<file path="config.mk">
export PLATFORM = sky130hd
export DESIGN_NAME = cis_pattern_sequencer
export DESIGN_NICKNAME = d
export VERILOG_FILES = /design/src/rtl/cis_pattern_sequencer.sv
export SDC_FILE = /design/constraint.sdc
export NUM_CORES = 1
export LEC_CHECK = 0
export BUFFER_PORTS_ARGS = -buffer_cell sky130_fd_sc_hd__buf_4
export CAP_MARGIN = 20
export CORE_AREA = 2 2 199 201
export CTS_BUF_LIST = sky130_fd_sc_hd__clkbuf_8
export CTS_CLUSTER_SIZE = 20
export DETAILED_ROUTE_END_ITERATION = 16
export DIE_AREA = 0 0 201 203
export GPL_TIMING_DRIVEN = 0
export PLACE_DENSITY = 0.44
export SYNTH_ARGS = -nofsm -noshare
export SYNTH_HDL_FRONTEND = slang
export SYNTH_SLANG_ARGS = --single-unit
</file>
<file path="constraint.sdc">
create_clock -name clk -period 8.6 [get_ports clk]
set_input_delay 0.43 -clock clk [delete_from_list [all_inputs] [get_ports clk]]
set_output_delay 0.43 -clock clk [all_outputs]
set_load 0.01 [all_outputs]
</file>
<file path="src/rtl/cis_pattern_sequencer.sv">
`default_nettype none
// ============================================================================
// Module : cis_pattern_sequencer
// Brief  : Steps reset / integrate / skip-sample pattern tables onto the
//          sensor control lines, repeating skip samples per cluster pixel.
// Rev    : 1.0 - initial release
// ============================================================================
module cis_pattern_sequencer #(
    parameter int NUM_SIGNALS = 9,
    parameter int PATTERN_LEN = 16,
    parameter int CNT_W       = 14,
    parameter int PIX_W       = 5,
    parameter int DIV_W       = 10,
    localparam int LEN_W      = $clog2(PATTERN_LEN + 1)
) (
    input  logic                                    clk,
    input  logic                                    reset,
    input  logic [DIV_W-1:0]                        clk_div,
    input  logic                                    integration,
    input  logic                                    global_shutter,
    input  logic                                    abort,
    input  logic [CNT_W-1:0]                        skip_samples,
    input  logic [PIX_W-1:0]                        num_pixels,
    input  logic [LEN_W-1:0]                        len_reset,
    input  logic [LEN_W-1:0]                        len_integ,
    input  logic [LEN_W-1:0]                        len_skip,
    input  logic [NUM_SIGNALS-1:0][PATTERN_LEN-1:0] pattern_reset,
    input  logic [NUM_SIGNALS-1:0][PATTERN_LEN-1:0] pattern_integ,
    input  logic [NUM_SIGNALS-1:0][PATTERN_LEN-1:0] pattern_skip,
    output logic [NUM_SIGNALS-1:0]                  sig_out,
    output logic                                    row_rst,
    output logic                                    row_clk,
    output logic                                    busy,
    output logic                                    frame_done,
    output logic [CNT_W-1:0]                        sample_cnt,
    output logic [PIX_W-1:0]                        pixel_cnt
);

    typedef enum logic [1:0] {
        IDLE     = 2'd0,
        RESET_PH = 2'd1,
        INTEG_PH = 2'd2,
        SKIP_PH  = 2'd3
    } state_t;

    state_t             r_state, w_state_nxt;
    logic [LEN_W-1:0]   r_step, w_step_nxt;
    logic [CNT_W-1:0]   r_sample, w_sample_nxt;
    logic [PIX_W-1:0]   r_pixel, w_pixel_nxt;
    logic [LEN_W-1:0]   r_len_reset, w_len_reset_nxt;
    logic [LEN_W-1:0]   r_len_integ, w_len_integ_nxt;
    logic [LEN_W-1:0]   r_len_skip, w_len_skip_nxt;
    logic [CNT_W-1:0]   r_skips, w_skips_nxt;
    logic [PIX_W-1:0]   r_npix, w_npix_nxt;
    logic               r_gs, w_gs_nxt;
    logic               r_row_clk, w_row_clk_nxt;
    logic               r_row_rst, w_row_rst_nxt;
    logic               r_frame_done, w_frame_done_nxt;
    logic [DIV_W-1:0]   r_div;
    logic               w_tick;
    logic [LEN_W-1:0]   w_len_cur;
    logic               w_last;
    logic               w_more_samples;
    logic               w_more_pixels;
    logic [NUM_SIGNALS-1:0][PATTERN_LEN-1:0] w_pat;

    function automatic logic [LEN_W-1:0] clamp_len(input logic [LEN_W-1:0] len);
        if (len == '0)
            return LEN_W'(1);
        else if (len > LEN_W'(PATTERN_LEN))
            return LEN_W'(PATTERN_LEN);
        else
            return len;
    endfunction

    // >= rather than == so that lowering clk_div mid-count never waits for a full wrap
    assign w_tick = (r_div >= clk_div);

    always_ff @(posedge clk or posedge reset) begin
        if (reset)
            r_div <= '0;
        else if (w_tick)
            r_div <= '0;
        else
            r_div <= r_div + DIV_W'(1);
    end

    always_comb begin
        w_len_cur = r_len_reset;
        w_pat     = pattern_reset;
        case (r_state)
            INTEG_PH: begin
                w_len_cur = r_len_integ;
                w_pat     = pattern_integ;
            end
            SKIP_PH: begin
                w_len_cur = r_len_skip;
                w_pat     = pattern_skip;
            end
            default: ;
        endcase
    end

    assign w_last         = (r_step == w_len_cur - LEN_W'(1));
    assign w_more_samples = ((CNT_W+1)'(r_sample) + (CNT_W+1)'(1)) < (CNT_W+1)'(r_skips);
    assign w_more_pixels  = r_gs && (((PIX_W+1)'(r_pixel) + (PIX_W+1)'(1)) < (PIX_W+1)'(r_npix));

    always_ff @(posedge clk or posedge reset) begin
        if (reset) begin
            r_state      <= IDLE;
            r_step       <= '0;
            r_sample     <= '0;
            r_pixel      <= '0;
            r_len_reset  <= '0;
            r_len_integ  <= '0;
            r_len_skip   <= '0;
            r_skips      <= '0;
            r_npix       <= '0;
            r_gs         <= 1'b0;
            r_row_clk    <= 1'b0;
            r_row_rst    <= 1'b1;
            r_frame_done <= 1'b0;
        end else begin
            r_state      <= w_state_nxt;
            r_step       <= w_step_nxt;
            r_sample     <= w_sample_nxt;
            r_pixel      <= w_pixel_nxt;
            r_len_reset  <= w_len_reset_nxt;
            r_len_integ  <= w_len_integ_nxt;
            r_len_skip   <= w_len_skip_nxt;
            r_skips      <= w_skips_nxt;
            r_npix       <= w_npix_nxt;
            r_gs         <= w_gs_nxt;
            r_row_clk    <= w_row_clk_nxt;
            r_row_rst    <= w_row_rst_nxt;
            r_frame_done <= w_frame_done_nxt;
        end
    end

    always_comb begin
        w_state_nxt      = r_state;
        w_step_nxt       = r_step;
        w_sample_nxt     = r_sample;
        w_pixel_nxt      = r_pixel;
        w_len_reset_nxt  = r_len_reset;
        w_len_integ_nxt  = r_len_integ;
        w_len_skip_nxt   = r_len_skip;
        w_skips_nxt      = r_skips;
        w_npix_nxt       = r_npix;
        w_gs_nxt         = r_gs;
        w_row_clk_nxt    = r_row_clk;
        w_row_rst_nxt    = r_row_rst;
        w_frame_done_nxt = 1'b0;

        if (abort) begin
            w_state_nxt   = IDLE;
            w_step_nxt    = '0;
            w_sample_nxt  = '0;
            w_pixel_nxt   = '0;
            w_row_clk_nxt = 1'b0;
            w_row_rst_nxt = 1'b1;
        end else if (w_tick) begin
            w_row_rst_nxt = 1'b0;
            w_row_clk_nxt = 1'b0;
            case (r_state)
                IDLE: begin
                    if (integration) begin
                        w_len_reset_nxt = clamp_len(len_reset);
                        w_len_integ_nxt = clamp_len(len_integ);
                        w_len_skip_nxt  = clamp_len(len_skip);
                        w_skips_nxt     = (skip_samples == '0) ? CNT_W'(1) : skip_samples;
                        w_npix_nxt      = (num_pixels == '0) ? PIX_W'(1) : num_pixels;
                        w_gs_nxt        = global_shutter;
                        w_state_nxt     = RESET_PH;
                        w_step_nxt      = '0;
                    end
                end
                RESET_PH: begin
                    w_step_nxt = w_last ? '0 : r_step + LEN_W'(1);
                    if (w_last)
                        w_state_nxt = INTEG_PH;
                end
                INTEG_PH: begin
                    if (!integration) begin
                        w_step_nxt = w_last ? '0 : r_step + LEN_W'(1);
                        if (w_last) begin
                            w_state_nxt  = SKIP_PH;
                            w_sample_nxt = '0;
                            w_pixel_nxt  = '0;
                        end
                    end
                end
                SKIP_PH: begin
                    if (!w_last) begin
                        w_step_nxt = r_step + LEN_W'(1);
                    end else if (w_more_samples) begin
                        w_step_nxt   = '0;
                        w_sample_nxt = r_sample + CNT_W'(1);
                    end else if (w_more_pixels) begin
                        w_step_nxt    = '0;
                        w_sample_nxt  = '0;
                        w_pixel_nxt   = r_pixel + PIX_W'(1);
                        w_row_clk_nxt = 1'b1;
                    end else begin
                        w_state_nxt      = IDLE;
                        w_step_nxt       = '0;
                        w_sample_nxt     = '0;
                        w_pixel_nxt      = '0;
                        w_row_clk_nxt    = 1'b1;
                        w_frame_done_nxt = 1'b1;
                    end
                end
                default: w_state_nxt = IDLE;
            endcase
        end
    end

    // Pattern column is muxed live: tables are required to stay static while busy
    always_comb begin
        sig_out = '0;
        if (r_state != IDLE) begin
            for (int s = 0; s < NUM_SIGNALS; s++) begin
                for (int k = 0; k < PATTERN_LEN; k++) begin
                    if (r_step == LEN_W'(k))
                        sig_out[s] = w_pat[s][k];
                end
            end
        end
    end

    assign busy       = (r_state != IDLE);
    assign row_rst    = r_row_rst;
    assign row_clk    = r_row_clk;
    assign frame_done = r_frame_done;
    assign sample_cnt = r_sample;
    assign pixel_cnt  = r_pixel;

endmodule
`default_nettype wire

</file>
==> flow_metrics.py <==
metrics = {
    "run_status": {
        "outcome": "completed",
    },
    "cts": {
        "insertion_delay_ns": 0.37,
        "htreeDepth": 3,
        "postCtsResizedCells": 0,
        "tritoncts": "built",
        "cts_sinks": 74,
        "clk_pin_slew_worst_paths_ns": 0.08,
        "cts_hold_buf": 1,
        "clockBufferDepth": 2,
        "cts_inserted_buffers": 9,
        "cts_root_buf": "clkbuf_8",
        "post_cts_buffers": 0,
    },
    "timing": {
        "setup_viol": 0,
        "final.min_clock_period_ns": 4.855,
        "tns_ns": 0,
        "clock.fmax_ghz": 0.2060,
        "maxSlewViolCount": 0,
        "fin_crit_sh_pct": 56.45,
        "rsz0062_at_grt": "no",
        "skew_ns": 0.006132,
        "slew_headroom_pct": 27.25,
        "setup_slack_ns": 3.745,
        "finalHoldViolations": 0,
        "worst_pin_slew_ns": 1.064,
    },
    "worst_hold_path": {
        "whs_path_depth": 2,
        "hold_class": "in2reg",
        "worstHoldEndpoint": "r_len_integ[0]$_DFFE_PP0P_",
        "hp-start": "len_integ[4]",
    },
    "drt": {
        "drt_wl_total_mm": 59.40,
        "wire_per_inst_um": 27.60,
        "drc": 0,
        "antenna_left": 0,
        "drt_pre_antenna_iters": 5,
        "drtIter0Drc": 824,
        "viasPerCell": 5.230,
        "vias": 11250,
    },
    "global_route": {
        "first_global_vias": 11380,
        "grt_pass1_wl_mm": 82.59,
        "grt_usage_pct": 27.96,
        "grt.busiest_layer": "met2",
        "grt_overflow": 0,
        "antenna_found_initial": 26,
        "globalRouteMet2Util_pct": 48.17,
        "grt.met1_usage_pct": 34.45,
        "use_met3_pct": 4.864,
        "grt_max_degree": 65,
    },
    "floorplan": {
        "rows": 72,
        "initial_core_util_pct": 21.21,
        "fp.dieW_um": 201,
        "dieHeight_um": 203,
        "io_pins": 513,
        "dieArea_mm2": 0.04080,
        "core_area_mm2": 0.03847,
    },
    "synth": {
        "async_flop_share_pct": 100.0,
        "synth_edf_count": 0,
        "synth_top_cell_area_share_pct": 22.39,
        "synth.distinct_cells": 75,
        "synth_top_cell_by_area": "dfrtp_1",
        "syn-cell-area_mm2": 0.008159,
        "yosysWarnings": 0,
        "ys_ff_latch": 74,
        "synth.avg_cell_area_um2": 7.534,
        "yosysSeqAreaShare_pct": 22.71,
        "yosys-top-cells-count": "nand2_1 (164), a21oi_1 (110), a22oi_1 (76), dfrtp_1 (73), a22o_1 (71)",
        "yosysMostFrequentCell": "nand2_1",
        "synth_top_flop_cell": "dfrtp_1",
        "synthCells": 1083,
        "synth_area_leaders": "dfrtp_1 (22%), a22o_1 (7.6%), nand2_1 (7.5%)",
        "syn_nets": 1605,
    },
    "worst_setup_path": {
        "worst_ep_required_time_ns": 8.17,
        "path_class": "reg2out",
        "crit_arrival_ns": 4.42,
        "worstSetupStartpointType": "flop",
        "r2r_cells": 15,
        "cp-end-kind": "output pin",
        "startpoint": "r_step[1]$_DFFE_PP0P_",
        "rrSetupSlack_ns": 4.30,
        "worstPathMaxFanout": 10,
        "r2r-end": "sample_cnt[10]$_DFFE_PP0P_",
        "regToRegStartpoint": "sample_cnt[0]$_DFFE_PP0P_",
    },
    "finish": {
        "fin_cells": 2152,
        "fillCellCount": 4264,
        "fin_nets": 2130,
        "syn_to_final_growth_pct": 58.53,
        "layout-drive-gt1-share_pct": 38.25,
    },
    "job": {
        "max_cap_violations": 0,
    },
    "place": {
        "io_buffer_count": 511,
        "gp_congestion": 0.9746,
        "dp_hpwl_mm": 50.10,
        "dp_slack_ns": 4.232,
        "post-place-cells": 2114,
    },
    "power": {
        "p_leak_nw": 6.153,
        "ir_worst_vdd_mv": 0.07570,
        "power.internal_mw": 1.160,
        "clkPwrFrac_pct": 12.8,
        "p_per_area_mw_per_mm2": 171.6,
        "seqPwrFrac_pct": 23.0,
        "p_sw_share_pct": 47.73,
        "p_switching_mw": 1.059,
        "combPwrFrac_pct": 64.2,
    },
}
## layout by cell type, fill, tap and decap left out, types with 14 or more instances in the layout
master / instances
a22oi_1: 76
o22ai_1: 15
inv_1: 46
ha_1: 41
buf_4: 513
diode_2: 21
a31oi_1: 27
nand2_1: 164
a21oi_1: 110
mux2_2: 22
dfrtp_1: 73
o21ai_0: 35
a22o_1: 71
nor2_1: 38
xnor2_1: 14
nand3_1: 63
nor3_1: 17
buf_2: 33
clkbuf_1: 35
a211oi_1: 20
## power groups by stage
| stage | Sequential, mW | Combinational [mW] | Clock [mW] |
|---|---|---|---|
| 2_1_floorplan | 0.497 | 0.792 | 0 |
| 3_3_place_gp | 0.515 | 1.40 | 0 |
| 3_5_place_dp | 0.518 | 1.41 | 0 |
| 4_1_cts | 0.510 | 1.42 | 0.295 |
| 5_1_grt | 0.524 | 1.54 | 0.307 |
| 6_report | 0.511 | 1.43 | 0.283 |
## sequential cells by signal (all words and copies together) (netlist names)
signal / flops
pixel_cnt: 5
r_state: 2
r_len_integ: 5
r_gs: 1
r_div: 10
r_step: 5
r_len_skip: 5
r_len_reset: 5
r_skips: 14
sample_cnt: 14
frame_done: 1
row_clk: 1
row_rst: 1
r_npix: 5
## cell families after synthesis
family	Yosys count	share of synthesized area (%)
xor+xnor	26	2.883
fa+ha+maj	41	6.287
simple gates	350	20.18
mux	24	3.282
flops	74	22.71
buf+inv	133	6.977
compound gates	435	37.68
## per-layer routing
| metal | routed length, um | vias to the layer above | share of wire (%) |
|---|---|---|---|
| li1 | - | 5166 | - |
| met1 | 24540 | 5510 | 41 |
| met2 | 28980 | 477 | 49 |
| met3 | 3525 | 91 | 5.9 |
| met4 | 2288 | 10 | 3.9 |
| met5 | 77 | - | 0.13 |
## worst max path at each step
stage,cells past startpoint,endpoint,slack [ns]
final,12,sig_out[4],3.75
after global routing,12,sig_out[8],3.52
after CTS,12,sig_out[4],3.80
after detailed placement,12,sig_out[4],4.23
after global placement,12,sig_out[4],4.26
after floorplan,15,r_state[0]$_DFFE_PP0P_,5.20
## per-stage QoR
stage	power, mW	cell area, um2	hold WS [ns]	util, %
2_1_floorplan	1.288	8159	0.4444	-
3_3_place_gp	1.920	12640	0.4550	32.87
3_5_place_dp	1.930	12680	0.3611	32.96
4_1_cts	2.226	12880	0.2456	33.49
5_1_grt	2.367	12930	0.2573	33.62
6_report	2.219	12930	0.2743	33.63
## area by class of cell
cell class / count / area [um2] / share of cell area (%)
Tap cell: 518 / 648.1 / 5.011
Antenna cell: 21 / 52.55 / 0.4063
Sequential cell: 74 / 1853 / 14.33
Buffer: 85 / 389.1 / 3.008
Timing Repair Buffer: 514 / 3879 / 29.99
Clock inverter: 7 / 70.07 / 0.5417
Inverter: 48 / 182.7 / 1.412
Clock buffer: 9 / 123.9 / 0.9576
Multi-Input combinational cell: 876 / 5737 / 44.35
## worst max-delay path, stage by stage, from the launching register on
cell and delay (ns):
dfrtp_1 0.46, inv_1 0.13, ha_1 0.14, clkbuf_1 0.33
clkinv_1 0.41, nand2_1 0.43, o221ai_1 0.19, a31oi_1 0.31
a211oi_1 0.12, a2111oi_0 0.85, nor4_1 0.22, o31a_1 0.31
buf_4 0.15
Note: power is estimated with default switching activity, not from simulation.
